<file path="src/rtl/wb_write_buffer.sv">
// wb_write_buffer -- posted-write buffer between a Wishbone slave port and a
// downstream Wishbone master (SRAM side).
//   Upstream writes are acked as soon as they are queued in a DEPTH-entry
//   FIFO. Upstream reads wait until the FIFO has drained, so a read never
//   passes an earlier acked write.
// Ports:
//   clk, rst_n       single clock, synchronous active-low reset
//   wbs_*            upstream slave: cyc/stb/we/addr/sel/data in, data/ack out
//   wbm_*            downstream master: cyc/stb/we/addr/sel/data out, data/ack in
//   buf_empty        FIFO empty and downstream FSM idle
module wb_write_buffer #(
  parameter int DEPTH = 4
) (
  input  logic        clk,
  input  logic        rst_n,
  input  logic        wbs_cyc_i,
  input  logic        wbs_stb_i,
  input  logic        wbs_we_i,
  input  logic [31:2] wbs_addr_i,
  input  logic [3:0]  wbs_sel_i,
  input  logic [31:0] wbs_data_i,
  output logic [31:0] wbs_data_o,
  output logic        wbs_ack_o,
  output logic        wbm_cyc_o,
  output logic        wbm_stb_o,
  output logic        wbm_we_o,
  output logic [31:2] wbm_addr_o,
  output logic [3:0]  wbm_sel_o,
  output logic [31:0] wbm_data_o,
  input  logic [31:0] wbm_data_i,
  input  logic        wbm_ack_i,
  output logic        buf_empty
);

  localparam int AW = $clog2(DEPTH);
  localparam int CW = AW + 1;
  localparam logic [CW-1:0] FULL = CW'(DEPTH);

  typedef enum logic [1:0] {IDLE, WRITE, READ} state_e;

  state_e          state_q, state_d;
  logic [AW-1:0]   wr_ptr_q, wr_ptr_d, rd_ptr_q, rd_ptr_d;
  logic [CW-1:0]   count_q, count_d;
  logic            ack_q, ack_d;
  logic [31:0]     rdata_q, rdata_d;
  logic [31:2]     rd_addr_q, rd_addr_d;
  logic [3:0]      rd_sel_q, rd_sel_d;

  logic [31:2]     fifo_addr [DEPTH];
  logic [3:0]      fifo_sel  [DEPTH];
  logic [31:0]     fifo_data [DEPTH];

  logic push, pop, rd_req;

  // The registered ack masks the request in its ack cycle, limiting the
  // upstream port to one transfer every two cycles.
  assign push   = wbs_cyc_i & wbs_stb_i & wbs_we_i & ~ack_q & (count_q < FULL);
  assign rd_req = wbs_cyc_i & wbs_stb_i & ~wbs_we_i & ~ack_q;
  assign pop    = (state_q == WRITE) & wbm_ack_i;

  always_comb begin
    state_d   = state_q;
    wr_ptr_d  = wr_ptr_q;
    rd_ptr_d  = rd_ptr_q;
    count_d   = count_q;
    ack_d     = 1'b0;
    rdata_d   = '0;
    rd_addr_d = rd_addr_q;
    rd_sel_d  = rd_sel_q;

    case (state_q)
      // Queued writes win over a pending read; a read only starts once the
      // FIFO is empty, which enforces write-before-read ordering.
      IDLE: begin
        if (count_q != '0) begin
          state_d = WRITE;
        end else if (rd_req) begin
          state_d   = READ;
          rd_addr_d = wbs_addr_i;
          rd_sel_d  = wbs_sel_i;
        end
      end
      WRITE: if (wbm_ack_i) state_d = IDLE;
      // A read abandoned upstream still finishes downstream, but its ack
      // and data are dropped.
      READ: begin
        if (wbm_ack_i) begin
          state_d = IDLE;
          if (wbs_cyc_i & wbs_stb_i) begin
            ack_d   = 1'b1;
            rdata_d = wbm_data_i;
          end
        end
      end
      default: state_d = IDLE;
    endcase

    if (push) begin
      ack_d    = 1'b1;
      wr_ptr_d = wr_ptr_q + 1'b1;
    end
    if (pop) rd_ptr_d = rd_ptr_q + 1'b1;

    case ({push, pop})
      2'b10:   count_d = count_q + 1'b1;
      2'b01:   count_d = count_q - 1'b1;
      default: count_d = count_q;
    endcase
  end

  always_ff @(posedge clk) begin
    if (!rst_n) begin
      state_q   <= IDLE;
      wr_ptr_q  <= '0;
      rd_ptr_q  <= '0;
      count_q   <= '0;
      ack_q     <= 1'b0;
      rdata_q   <= '0;
      rd_addr_q <= '0;
      rd_sel_q  <= '0;
    end else begin
      state_q   <= state_d;
      wr_ptr_q  <= wr_ptr_d;
      rd_ptr_q  <= rd_ptr_d;
      count_q   <= count_d;
      ack_q     <= ack_d;
      rdata_q   <= rdata_d;
      rd_addr_q <= rd_addr_d;
      rd_sel_q  <= rd_sel_d;
    end
  end

  // Storage needs no reset: entries are only read when count says valid.
  always_ff @(posedge clk) begin
    if (push) begin
      fifo_addr[wr_ptr_q] <= wbs_addr_i;
      fifo_sel[wr_ptr_q]  <= wbs_sel_i;
      fifo_data[wr_ptr_q] <= wbs_data_i;
    end
  end

  // Downstream outputs decode straight from the state flop; IDLE drives all
  // zeros, giving the mandatory gap cycle after every transaction.
  always_comb begin
    wbm_cyc_o  = 1'b0;
    wbm_stb_o  = 1'b0;
    wbm_we_o   = 1'b0;
    wbm_addr_o = '0;
    wbm_sel_o  = '0;
    wbm_data_o = '0;
    case (state_q)
      WRITE: begin
        wbm_cyc_o  = 1'b1;
        wbm_stb_o  = 1'b1;
        wbm_we_o   = 1'b1;
        wbm_addr_o = fifo_addr[rd_ptr_q];
        wbm_sel_o  = fifo_sel[rd_ptr_q];
        wbm_data_o = fifo_data[rd_ptr_q];
      end
      READ: begin
        wbm_cyc_o  = 1'b1;
        wbm_stb_o  = 1'b1;
        wbm_addr_o = rd_addr_q;
        wbm_sel_o  = rd_sel_q;
      end
      default: ;
    endcase
  end

  assign wbs_ack_o  = ack_q;
  assign wbs_data_o = rdata_q;
  assign buf_empty  = (count_q == '0) && (state_q == IDLE);

endmodule

</file>
<file path="config.mk">
export PLATFORM = sky130hd
export DESIGN_NAME = wb_write_buffer
export DESIGN_NICKNAME = d
export VERILOG_FILES = /design/src/rtl/wb_write_buffer.sv
export SDC_FILE = /design/constraint.sdc
export NUM_CORES = 1
export LEC_CHECK = 0
export BUFFER_PORTS_ARGS = -buffer_cell sky130_fd_sc_hd__buf_2
export CELL_PAD_IN_SITES_DETAIL_PLACEMENT = 0
export CELL_PAD_IN_SITES_GLOBAL_PLACEMENT = 1
export CORE_ASPECT_RATIO = 0.75
export CORE_MARGIN = 4
export CORE_UTILIZATION = 30
export DETAILED_ROUTE_END_ITERATION = 8
export MAX_ROUTING_LAYER = met4
export PLACE_DENSITY_LB_ADDON = 0.1
export SYNTH_ARGS = -nofsm -noshare
export SYNTH_HDL_FRONTEND = slang
export SYNTH_SLANG_ARGS = --single-unit
</file>
<file path="constraint.sdc">
create_clock -name clk -period 7.06 [get_ports clk]
set_input_delay 1.059 -clock clk [delete_from_list [all_inputs] [get_ports clk]]
set_output_delay 1.059 -clock clk [all_outputs]
set_load 0.01 [all_outputs]
</file>
======== Word level (Yosys, flattened, before mapping) ========
Memory sizes are Yosys's and may differ from the RTL's. A register that Yosys moved wholly into a read port is not among the register bits.
Index checks and enable logic that the tools add are counted.
cells by class
  add/sub/neg operators ................... 4
  $lt $le $gt $ge ......................... 1
  equality and inequality tests ........... 6
  mux-type cells .......................... 22
  bitwise operators ....................... 10
  reduce and logical (&&, ||, !) cells .... 9
operators with widths
  cell                                                  count
  one-hot mux 30 bit (2 select lines)                   1
  two-way mux 32 bit                                    1
  two-way mux 2 bit                                     9
  two-way mux 1 bit                                     8
  one-hot mux 4 bit (2 select lines)                    1
  bitwise AND 1 bit                                     7
  one-hot mux 3 bit (2 select lines)                    1
  adder 2 x 1 -> 2 bit (second input constant)          2
  equality test 2 x 1 -> 1 bit (second input constant)  2
  equality test 2 bit (second input constant)           2
  one-hot mux 2 bit (2 select lines)                    1
  AND reduction 4 bit                                   1
  adder 3 x 1 -> 3 bit (second input constant)          1
  zero test 3 bit                                       1
  less-than comparator 3 bit (second input constant)    1
  != test 3 bit (second input constant)                 1
  inverter 1 bit                                        3
  AND reduction 3 bit                                   1
  nonzero test 3 bit                                    1
  subtractor 3 x 1 -> 3 bit (second input constant)     1
  zero test 2 bit                                       1
  != test 2 x 1 -> 1 bit (second input constant)        1
  AND reduction 2 bit                                   1
  nonzero test 2 bit                                    1
  other kinds (2)                                       2
storage, ports and cells
  flip-flop bits (word level) ............. 76
  bits in writable memories ............... 264
  input bits .............................. 104
  output and inout bits ................... 103
  logic and storage cells ................. 63
  memories ................................ 3
memory list
  memory     depth  width  rd ports  clocked after Yosys merged registers in  write ports  line  source
  fifo_data  4      32     1         1                                        1            51    logic [31:0] fifo_data [DEPTH];
  fifo_addr  4      30     1         1                                        1            49    logic [31:2] fifo_addr [DEPTH];
  fifo_sel   4      4      1         1                                        1            50    logic [3:0] fifo_sel [DEPTH];

======== Depth between registers and ports, before layout ========
  depth after elaboration ................. 6
  depth in mapped cells ................... 10
  mapped depth without buffers ............ 9

======== Worst setup path before layout ========
Ideal clock, no wire load.
  path kind ............................... input port to flip-flop
  start point ............................. input wbs_cyc_i
  end point ............................... memory fifo_addr[0][0] in the netlist's numbering (enable)
  library setup time ...................... 431 ps
  arrival ................................. 3253 ps
  required time ........................... 6629 ps
  path slack .............................. 3376 ps
  stages on the path ...................... 3
  buffers on the path ..................... 0
  cell sequence ........................... nand2_4 nor4b_2 and2_1
on the way
  word-level cells in the longest chain between the ends .. 6
ends and longest elaborated chain
  what                                     line  source
  start: declaration                       16    input logic wbs_cyc_i,
  bitwise AND 1 bit (4 in a row)           57    assign push = wbs_cyc_i & wbs_stb_i & wbs_we_i & ~ack_q & (count_q < FULL);
  two-way mux 1 bit                        135   if (push) begin
  two-way mux 1 bit (not written as such)  136   fifo_addr[wr_ptr_q] <= wbs_addr_i;
  end: declaration                         49
Every way passes these cells.

======== Worst setup path after layout ========
  start point ............................. register state_q[1]
  end point ............................... output wbm_addr_o[25] in the netlist's numbering
on the way
  word-level cells in the longest chain between the ends .. 2
  elaborated cells on any way between the ends .. 3
  classes of those cells .................. 2 x eq/ne; 1 x mux
ends and longest elaborated chain
  what                                                                 line  source
  start: declaration                                                   41    state_e state_q, state_d;
  start signal: assignment                                             122   state_q <= state_d;
  equality test 2 bit or equality test 2 x 1 -> 1 bit (tied branches)  151   case (state_q)
  one-hot mux 30 bit (2 select lines) (*)                              151
  end: declaration                                                     27    output logic [31:2] wbm_addr_o,
Mark *: on every way between the ends. The rest lies on a longest branch, timed or not.

==> flow_summary.ini <==
[sta]
finalSetupTns_ps = 0
setup_viol = 0
finalMaxSlewViolations = 0
fmax_mhz = 242
slew_headroom_pct = 31.8
hold_violations = 0
finalClockSkew_ps = 10.6
post-route-period-util_pct = 58.4
worst_slew_pin_slew_ps = 1020
post-route-min-period_ps = 4120
finalWorstSetupSlack_ps = 2940
rsz0062_at_grt = false

[critical_path]
rrSetupSlack_ps = 4270
cp-end-kind = output pin
path_max_fanout = 37
crit_buf_inv = 3
crit_required_ps = 6000
arrival_ps = 3070
critPathLaunchType = register
crit_path_max_incr_delay_ps = 850
criticalPathCategory = reg -> out
slowest_stage = nand3_2
path_cells = inv_1, ha_1, buf_4, nand3_2, o22ai_1, a21o_1, buf_2
crit_family = simple AND/OR/NAND/NOR gates

[pwr]
p_total_mw = 4.33
power_density_mw_per_mm2 = 274
ir_drop_mv = 0.128
power_leakage_nw = 5.87

[floorplanning]
ios = 207
start_util_pct = 30.8
die_h_um = 189
coreArea_mm2 = 0.0425
die_width_um = 249
fp-row-count = 65
die_area_mm2 = 0.0471

[layout]
syn2layout_area_growth_pct = 20.9
nets = 1111
drive_gt1_share_pct = 30.2

[yosys]
synth.area.top_cells = edfxtp_1 61%, dfxtp_1 12%, mux2i_1 8.0%
syn-instance-count = 784
synth.net_count = 897
synth_edf_count = 264
yosysUniqueCellTypes = 34
synth_top_area_share_pct = 60.6
syn_area_per_cell_um2 = 16.7
ys_ff_latch = 342
yosysMostFrequentCell = edfxtp_1
synth_common_cells = 264 x edfxtp_1, 104 x mux2i_1, 78 x dfxtp_1
yosysWarnings = 0
synth_ff_type = edfxtp_1
synthArstFlopShare_pct = 0
synth.cell_area_mm2 = 0.0131
ys_seq_area_share_pct = 72.5
yosysTopAreaCell = edfxtp_1

[route]
drt_iter0_markers = 265
drt-total-wl_mm = 30.8
wl_per_cell_um = 19.3
drtPass1Iterations = 5
routed-via-count = 7026
route.antenna.remaining_nets = 0
via_per_inst = 4.40
drc = 0

[hold_path]
min_path_type = reg -> reg

[clock_tree]
cts_buffers = 37
htreeDepth = 2
clk_latency_ps = 510
cts_resized = 0
path_clk_slew_ps = 60
root_buffer = clkbuf_16
cts_tree = built
cts_hold_buf = 0
post_cts_buffers = 0
ctsLongestPathBuffers = 3
cts.sinks = 342

[placed_design]
dp_hpwl_mm = 18.3
gp_congestion = 0.674
pre_cts_ws_ps = 3380
place.port_buffers = 206

[global_routing]
grt_util_all_layers_pct = 13.1
grt_max_degree = 77
grt_pass1_wl_mm = 46.0
grt_overflow = 0
antenna_found_initial = 5
grt_pass1_vias = 7269

[outcome]
status = finished, final reports clean

[flow_run]
drv_cap = 0
==> path summary, 6_finish.rpt <==
check | startpoint | endpoint | depth (start not counted)
max | state_q[1] | wbm_addr_o[25] | 7
min | rd_addr_q[9] | rd_addr_q[9] | 2
max reg2reg | count_q[2] | fifo_data[1][17] | 3
min reg2reg | rd_addr_q[9] | rd_addr_q[9] | 2
==> worst register-to-register path, cell delays in order, from the launching register on <==
cell and delay [ps]:
dfxtp_1 380, nor4b_2 750, and2_4 530, buf_4 680
==> flip-flops by register name (all words and copies together), names as in the netlist, named ones only <==
register and cells:
wbs_ack_o 1, count_q 3, fifo_addr 120, rd_ptr_q 2, rd_sel_q 4, fifo_sel 16
state_q 2, rd_addr_q 30, wr_ptr_q 2, fifo_data 128, wbs_data_o 32
==> metrics by stage <==
stage,area [um^2],utilization [%],instances,hold WS [ps]
3_5_place_dp,14700,34.5,1528,450
3_3_place_gp,14700,34.5,1528,443
4_1_cts,15800,37.2,1592,460
5_1_grt,15800,37.2,1597,477
2_1_floorplan,13100,-,784,435
6_report,15800,37.2,1597,454
==> logic make-up after synthesis <==
| family | after synthesis | synth area share, % |
|---|---|---|
| AO/OA/AOI/OAI | 76 | 3.94 |
| XOR/XNOR | 4 | 0.268 |
| adder cells (fa/ha/maj) | 9 | 0.918 |
| buffers and inverters | 54 | 2.25 |
| flip-flops | 342 | 72.5 |
| multiplexers | 136 | 13.5 |
| AND/OR/NAND/NOR | 163 | 6.64 |
==> power by group <==
part / switching, mW / total, mW / internal (mW) / leakage (nW)
Sequential: 0.0148 / 2.21 / 2.20 / 3.02
Combinational: 0.168 / 0.297 / 0.129 / 2.32
Clock: 0.748 / 1.82 / 1.07 / 0.536
Total: 0.931 / 4.33 / 3.40 / 5.87
==> layer usage <==
metal	track usage [%]	part of all wire, %	vias up	wire length [um]
met5	-	0	-	0
met4	3.05	1.5	0	465
met3	2.93	3.9	40	1190
met2	20.8	47	132	14400
met1	17.4	48	3478	14700
li1	-	-	3376	-
==> layout by cell type (no fill, tap or decap), types with 2 or more instances in the layout <==
| master | synthesis | final |
|---|---|---|
| o22ai_1 | 34 | 34 |
| nor2_1 | 7 | 6 |
| nand2_1 | 73 | 73 |
| diode_2 | 0 | 5 |
| xor2_1 | 3 | 3 |
| inv_1 | 9 | 9 |
| edfxtp_1 | 264 | 264 |
| buf_2 | 13 | 206 |
| mux2i_1 | 104 | 104 |
| nand3_1 | 3 | 2 |
| o21ai_0 | 2 | 2 |
| nor4b_4 | 2 | 2 |
| dfxtp_1 | 78 | 76 |
| ha_1 | 8 | 8 |
| clkinvlp_4 | 0 | 2 |
| mux4_2 | 32 | 32 |
| and2_4 | 0 | 4 |
| and2_1 | 70 | 66 |
| clkbuf_16 | 0 | 37 |
| clkinv_1 | 0 | 8 |
| buf_4 | 3 | 14 |
| a21oi_1 | 3 | 3 |
| a21o_1 | 35 | 35 |
| bufinv_16 | 0 | 3 |
| clkbuf_1 | 20 | 11 |
| clkinv_2 | 0 | 3 |
==> area by class of cell <==
type / instances / area [um^2]
Fill cell: 4071 / 26700
Sequential cell: 342 / 9490
Multi-Input combinational cell: 388 / 3320
Timing Repair Buffer: 220 / 1140
Clock buffer: 48 / 967
Tap cell: 569 / 712
Clock inverter: 16 / 150
Inverter: 9 / 33.8
Antenna cell: 5 / 12.5
No activity file was read; power rests on OpenSTA's default activity.
